`src/rtl/mips_pkg.sv`:
```
// Shared constants for the 5-stage MIPS core.
// Defines the control bundle layout and the register-zero and bubble encodings.
package mips_pkg;

    localparam int DW = 32;
    localparam int AW = 5;
    localparam int CW = 10;

    localparam int CTRL_REGDST   = 9;
    localparam int CTRL_ALUSRC   = 8;
    localparam int CTRL_MEMTOREG = 7;
    localparam int CTRL_REGWRITE = 6;
    localparam int CTRL_MEMREAD  = 5;
    localparam int CTRL_MEMWRITE = 4;
    localparam int CTRL_BRANCH   = 3;
    localparam int CTRL_ALUOP_HI = 2;
    localparam int CTRL_ALUOP_LO = 1;
    localparam int CTRL_JUMP     = 0;

    localparam logic [AW-1:0] REG_ZERO = 5'd0;
    localparam logic [CW-1:0] BUBBLE   = {CW{1'b0}};

endpackage

```
`src/rtl/hazard_detect.sv`:
```
// Load-use hazard compare between the EX-stage load and the ID-stage sources.
// Purely combinational; reset masks the stall request.
module hazard_detect
    import mips_pkg::*;
#(
    parameter int AW_P = AW
) (
    input  logic            RST,
    input  logic            memread_ex,
    input  logic [AW_P-1:0] rt_ex,
    input  logic [AW_P-1:0] rs_id,
    input  logic [AW_P-1:0] rt_id,
    output logic            stall
);

    logic rt_nz;
    logic hit;

    always_comb begin
        rt_nz = (rt_ex != {AW_P{1'b0}});
        hit   = (rt_ex == rs_id) || (rt_ex == rt_id);
        stall = !RST && memread_ex && rt_nz && hit;
    end

endmodule

```
`src/rtl/id_ex_stage.sv`:
```
// ID/EX pipeline register with WB write-through bypass and load-use stall.
// Also keeps a saturating stall-cycle counter for performance debug.
module id_ex_stage
    import mips_pkg::*;
#(
    parameter int DW_P = DW,
    parameter int AW_P = AW,
    parameter int CW_P = CW
) (
    input  logic            CLK,
    input  logic            RST,
    input  logic [31:0]     Instr_ID,
    input  logic [DW_P-1:0] PC4_ID,
    input  logic [CW_P-1:0] Ctrl_ID,
    input  logic [DW_P-1:0] ReadData1,
    input  logic [DW_P-1:0] ReadData2,
    input  logic            RegWrite_WB,
    input  logic [AW_P-1:0] WriteReg_WB,
    input  logic [DW_P-1:0] WriteData_WB,
    input  logic            Flush,
    output logic            Stall,
    output logic [CW_P-1:0] Ctrl_EX,
    output logic [DW_P-1:0] RD1_EX,
    output logic [DW_P-1:0] RD2_EX,
    output logic [DW_P-1:0] Imm_EX,
    output logic [DW_P-1:0] PC4_EX,
    output logic [AW_P-1:0] Rs_EX,
    output logic [AW_P-1:0] Rt_EX,
    output logic [AW_P-1:0] Rd_EX,
    output logic [31:0]     StallCount
);

    logic [AW_P-1:0] rs_id;
    logic [AW_P-1:0] rt_id;
    logic [AW_P-1:0] rd_id;
    logic [DW_P-1:0] op1;
    logic [DW_P-1:0] op2;
    logic [DW_P-1:0] imm_id;
    logic            wb_ok;
    logic            unused_opc;

    assign rs_id      = Instr_ID[25:21];
    assign rt_id      = Instr_ID[20:16];
    assign rd_id      = Instr_ID[15:11];
    assign unused_opc = ^Instr_ID[31:26];

    // Regfile reads are stale when WB writes the same register this cycle.
    always_comb begin
        wb_ok  = RegWrite_WB && (WriteReg_WB != REG_ZERO);
        op1    = ReadData1;
        op2    = ReadData2;
        if (wb_ok && (WriteReg_WB == rs_id))
            op1 = WriteData_WB;
        if (wb_ok && (WriteReg_WB == rt_id))
            op2 = WriteData_WB;
        imm_id = {{(DW_P-16){Instr_ID[15]}}, Instr_ID[15:0]};
    end

    hazard_detect #(
        .AW_P(AW_P)
    ) u_hazard (
        .RST       (RST),
        .memread_ex(Ctrl_EX[CTRL_MEMREAD]),
        .rt_ex     (Rt_EX),
        .rs_id     (rs_id),
        .rt_id     (rt_id),
        .stall     (Stall)
    );

    always_ff @(posedge CLK) begin
        if (RST) begin
            Ctrl_EX    <= BUBBLE;
            RD1_EX     <= '0;
            RD2_EX     <= '0;
            Imm_EX     <= '0;
            PC4_EX     <= '0;
            Rs_EX      <= '0;
            Rt_EX      <= '0;
            Rd_EX      <= '0;
            StallCount <= '0;
        end else begin
            Ctrl_EX <= (Flush || Stall) ? BUBBLE : Ctrl_ID;
            RD1_EX  <= op1;
            RD2_EX  <= op2;
            Imm_EX  <= imm_id;
            PC4_EX  <= PC4_ID;
            Rs_EX   <= rs_id;
            Rt_EX   <= rt_id;
            Rd_EX   <= rd_id;
            if (Stall && !(&StallCount))
                StallCount <= StallCount + 32'd1;
        end
    end

endmodule

```
`config.mk`:
```
export PLATFORM = sky130hd
export DESIGN_NAME = id_ex_stage
export DESIGN_NICKNAME = d
export VERILOG_FILES = /design/src/rtl/mips_pkg.sv /design/src/rtl/hazard_detect.sv /design/src/rtl/id_ex_stage.sv
export SDC_FILE = /design/constraint.sdc
export NUM_CORES = 1
export LEC_CHECK = 0
export ABC_AREA = 1
export ABC_CLOCK_PERIOD_IN_PS = 2550
export CORE_AREA = 4 4 140 142
export DETAILED_ROUTE_END_ITERATION = 16
export DIE_AREA = 0 0 144 146
export PLACE_DENSITY_LB_ADDON = 0.08
export SYNTH_ARGS = -nofsm -noshare
export SYNTH_HDL_FRONTEND = slang
export SYNTH_SLANG_ARGS = --single-unit
export TNS_END_PERCENT = 50
```
`constraint.sdc`:
```
create_clock -name CLK -period 2.55 [get_ports CLK]
set_clock_uncertainty 0.05 [all_clocks]
set_input_delay 0.6375 -clock CLK [delete_from_list [all_inputs] [get_ports CLK]]
set_output_delay 0.6375 -clock CLK [all_outputs]
set_load 0.02 [all_outputs]
```
== After elaboration in Yosys (flattened, before gate mapping) ==
Cells that the tools add are included.
Widths: inputs -> output; s select.

* Input port bits: 179
* Output and inout port bits: 186
* Register bits: 169

* $add $sub $neg: 1
* Reduce and logical (&&, ||, !) cells: 15
* Multiplexer cells: 2
* Equality and inequality tests: 4

{| class="wikitable"
|+ Operator list
! operator !! count
|-
| $mux 32 || 2
|-
| $add 32x1->32 const B || 1
|-
| $reduce_and 32->1 || 1
|-
| $eq 5x5->1 || 4
|-
| $reduce_bool 5->1 || 2
|-
| $logic_and 1x1->1 || 7
|-
| $logic_not 1->1 || 2
|-
| $logic_or 1x1->1 || 2
|-
| $reduce_or 2->1 || 1
|}

== Depth between registers and ports, before layout ==
* Depth in word-level cells: 6
* Gate-level depth with buffers: 11

== Cells and area by module ==
Synthesis repeated with hierarchy kept, for this count alone.

* Cell total of the unflattened synthesis: 1010
* Area, all modules: 7113.1 µm²

{| class="wikitable"
|+ By module, submodules not included
! module !! area an instance (µm²) !! cells an instance !! seq. area each (µm²) !! times used
|-
| id_ex_stage || 6907.9 || 965 || 3283.1 || 1
|-
| hazard_detect || 205.2 || 45 || 0.0 || 1
|}

== Worst setup path after synthesis ==
No wires, ideal clock.

* Path kind: input to output
* Start: in RST
* End: out Stall
* Path buffers: 1
* Stages: 6
* Arrival: 1328 ps
* Slack: 534 ps
* Cell sequence: clkbuf_1 > inv_1 > nand3_1 > inv_1 > nand2_1 > inv_1

* Word-level cells in the longest chain between the ends: 4

{| class="wikitable"
|+ Ends and longest elaborated chain
! item !! RTL line !! RTL
|-
| start, declared || id_ex_stage.sv:11 || <nowiki>input logic RST,</nowiki>
|-
| $logic_not 1->1 || hazard_detect.sv:22 || <nowiki>stall = !RST && memread_ex && rt_nz && hit;</nowiki>
|-
| $logic_and 1x1->1 (3 in series) || hazard_detect.sv:22 ||
|-
| end, declared || id_ex_stage.sv:21 || <nowiki>output logic Stall,</nowiki>
|}

Every way passes these cells.

== Worst setup path in the final report ==
* Start: in Instr_ID[24]
* End: out Stall

* Word-level cells in the longest chain between the ends: 3

{| class="wikitable"
|+ Ends and longest elaborated chain
! item !! RTL line !! RTL
|-
| start, declared || id_ex_stage.sv:12 || <nowiki>input logic [31:0] Instr_ID,</nowiki>
|-
| $eq 5x5->1 || hazard_detect.sv:21 || <nowiki>hit = (rt_ex == rs_id) || (rt_ex == rt_id);</nowiki>
|-
| $logic_or 1x1->1 || hazard_detect.sv:21 ||
|-
| $logic_and 1x1->1 || hazard_detect.sv:22 ||
|}

Every way passes these cells.

==> impl_metrics.json <==
{
  "cp-start-kind": "primary input",
  "drtIter0Drc": 352,
  "p_clk_frac": 0.394,
  "clkLatencyLatePin_ps": 420,
  "p_per_area_nw_per_um2": 551,
  "mostFrequentLayoutCells": "clkdlybuf4s50_1 (348), nor2_1 (296), dfxtp_1 (163), nand2_1 (153), inv_1 (130)",
  "synth_seq_cells": 164,
  "finalInstanceArea_sq_um": 11100,
  "hold_violations": 0,
  "firstDrtPassIters": 4,
  "die_area_sq_um": 21000,
  "pwr-share-seq": 0.443,
  "postLayoutCoreUtil": 0.604,
  "wl_per_cell_microns": 15.4,
  "dp_cells": 1527,
  "vias": 6906,
  "fillers": 1702,
  "max_stage_delay_ps": 500,
  "routed_wl_mm": 24.0,
  "path_cells": "clkdlybuf4s50_1 > xnor2_1 > nand3_1 > nand2_2 > nand2_1 > inv_1 > buf_4",
  "cts_root_buf": "clkbuf_16",
  "row_count": 50,
  "drtAntennaViolNets": 0,
  "yosysWarnings": 0,
  "drv_slew": 0,
  "status": "finished, final reports clean",
  "endpoint_kind": "output port",
  "syn_inst": 967,
  "path_clk_slew_ps": 70,
  "antenna_found_initial": 3,
  "postPlaceCellArea_sq_um": 10600,
  "grt_pass1_vias": 6559,
  "peakVddDrop_mv": 0.442,
  "viasPerCell": 4.42,
  "clockBufferDepth": 2,
  "internal-power_mw": 4.50,
  "hold_path.class": "flip-flop to flip-flop",
  "drc": 0,
  "synth_cell_type_count": 27,
  "die_h_microns": 146,
  "critPathSlowestCell": "clkdlybuf4s50_1",
  "fin_cells": 1561,
  "cts_tree": "done",
  "max_slew_margin": 0.465,
  "grt_max_degree": 86,
  "io_pins": 365,
  "core-area_sq_um": 18500,
  "initial_utilization": 0.368,
  "portBuffers": 358,
  "cap_viol_max_count": 0,
  "worstSetupPathType": "primary input to output port",
  "p_switching_mw": 1.64,
  "grt-ovfl-total": 0,
  "dp_hpwl_mm": 18.1,
  "syn_avg_cell_area_sq_um": 7.02,
  "critPathMaxFanout": 2,
  "combPwrFrac": 0.163,
  "rsz0062_at_grt": "no",
  "setup_violations": 0,
  "arrival_ps": 1720,
  "ys_seq_area_frac": 0.483,
  "clkSinkCount": 164,
  "hold_slack_ps": 496,
  "setup_tns_ps": 0,
  "layout-area-overhead-vs-synth_pct": 64.2,
  "swShare": 0.267,
  "leakage_nw": 4.87,
  "track_usage": 0.223,
  "die_w_microns": 144,
  "routabilityCongestion": 0.871,
  "cp.required_ps": 1860,
  "cts_buffers": 17,
  "period_share": 0.945,
  "nets": 1493,
  "grt_pass1_wl_mm": 36.4,
  "layout_min_cycle_time_ps": 2410,
  "syn_nets": 1147,
  "tightest_slew_ps": 802,
  "drive_gt1_frac": 0.0581,
  "syn_area_sq_um": 6790,
  "hold_buffers": 0,
  "timing.fmax_ghz": 0.415,
  "cts_htree_levels": 4,
  "mostFrequentLayoutCell": "clkdlybuf4s50_1"
}
cell families after synthesis:
group,Yosys count,synth area share
and+or+nand+nor,501,0.295
xor gates and xnor gates,23,0.0297
adders and majority gates,1,0.00184
AOI/OAI and AO/OA,86,0.0652
DFF,164,0.483
buffers and inverters,192,0.125
power groups by stage:
stage	registers, mW	logic [mW]	clock network [mW]
2_1_floorplan	2.93	0.250	0
3_3_place_gp	2.78	1.00	0
3_5_place_dp	2.78	1.01	0
4_1_cts	2.72	1.01	2.47
5_1_grt	2.73	1.08	2.58
6_report	2.72	1.00	2.42
Yosys cell counts:
library cell	number	area, sq um
nor2_1	296	1110
dfxtp_1	164	3280
nand2_1	154	578
inv_1	131	492
o21ai_0	71	355
buf_4	23	173
clkbuf_1	22	82.6
nand3_1	20	100
xor2_1	17	149
nand4_1	14	87.6
buf_2	8	40.0
nor3_1	6	30.0
o21ai_1	6	30.0
xnor2_1	6	52.6
o21bai_1	5	37.5
a21oi_1	4	20.0
nand2_2	4	25.0
buf_6	3	33.8
buf_1	2	7.51
inv_2	2	7.51
nor2_2	2	12.5
nor2_4	2	22.5
buf_8	1	15.0
ha_1	1	12.5
nand3_2	1	10.0
nand3_4	1	17.5
or2_2	1	6.26
layer usage:
layer	share of wire	vias to the layer above	GRT usage
li1	-	3585	-
met1	0.41	3030	0.265
met2	0.48	243	0.373
met3	0.082	44	0.0736
met4	0.024	4	0.0772
met5	0.0012	-	0
timing repair:
action                     CTS  global route
pin swaps                    0             1
gates resized for setup      9             6
buffers inserted             0             1
setup endpoints to repair    1            19
through the flow:
step                      total power [mW]  setup slack [ps]
after global routing                  6.39              64.2
after CTS                             6.21              4.15
after global placement                3.78              -503
after floorplan                       3.18               534
final                                 6.14               141
after detailed placement              3.79              -511
sequential cells by signal, indices dropped and copies added (netlist names):
name / cells
Rs_EX: 5
RD1_EX: 32
StallCount: 32
PC4_EX: 32
Ctrl_EX: 10
RD2_EX: 32
Rt_EX: 5
Imm_EX: 16
critical path, delay by kind of cell:
| kind | cells | cell delay [ps] |
|---|---|---|
| AND/OR/NAND/NOR | 3 | 270 |
| XOR/XNOR | 1 | 130 |
| buffers and inverters | 3 | 680 |
path summary, 6_finish.rpt:
path                  start        endpoint  slack [ps]  cells past startpoint
max            Instr_ID[24]           Stall         140                      7
max reg2reg   StallCount[0]  StallCount[14]         650                     11
min reg2reg  StallCount[12]  StallCount[12]         500                      2
min          StallCount[12]  StallCount[12]         500                      2
final cells by class:
class	instances	area (sq um)	area share
tap	234	293	0.0263
multi-input combinational	611	2660	0.239
timing repair buffer	386	3870	0.347
sequential	164	3280	0.295
clock inverter	14	111	0.00999
antenna	1	2.50	0.000224
inverter	133	499	0.0448
clock buffer	18	429	0.0385
No activity file was read; power rests on OpenSTA's default activity.
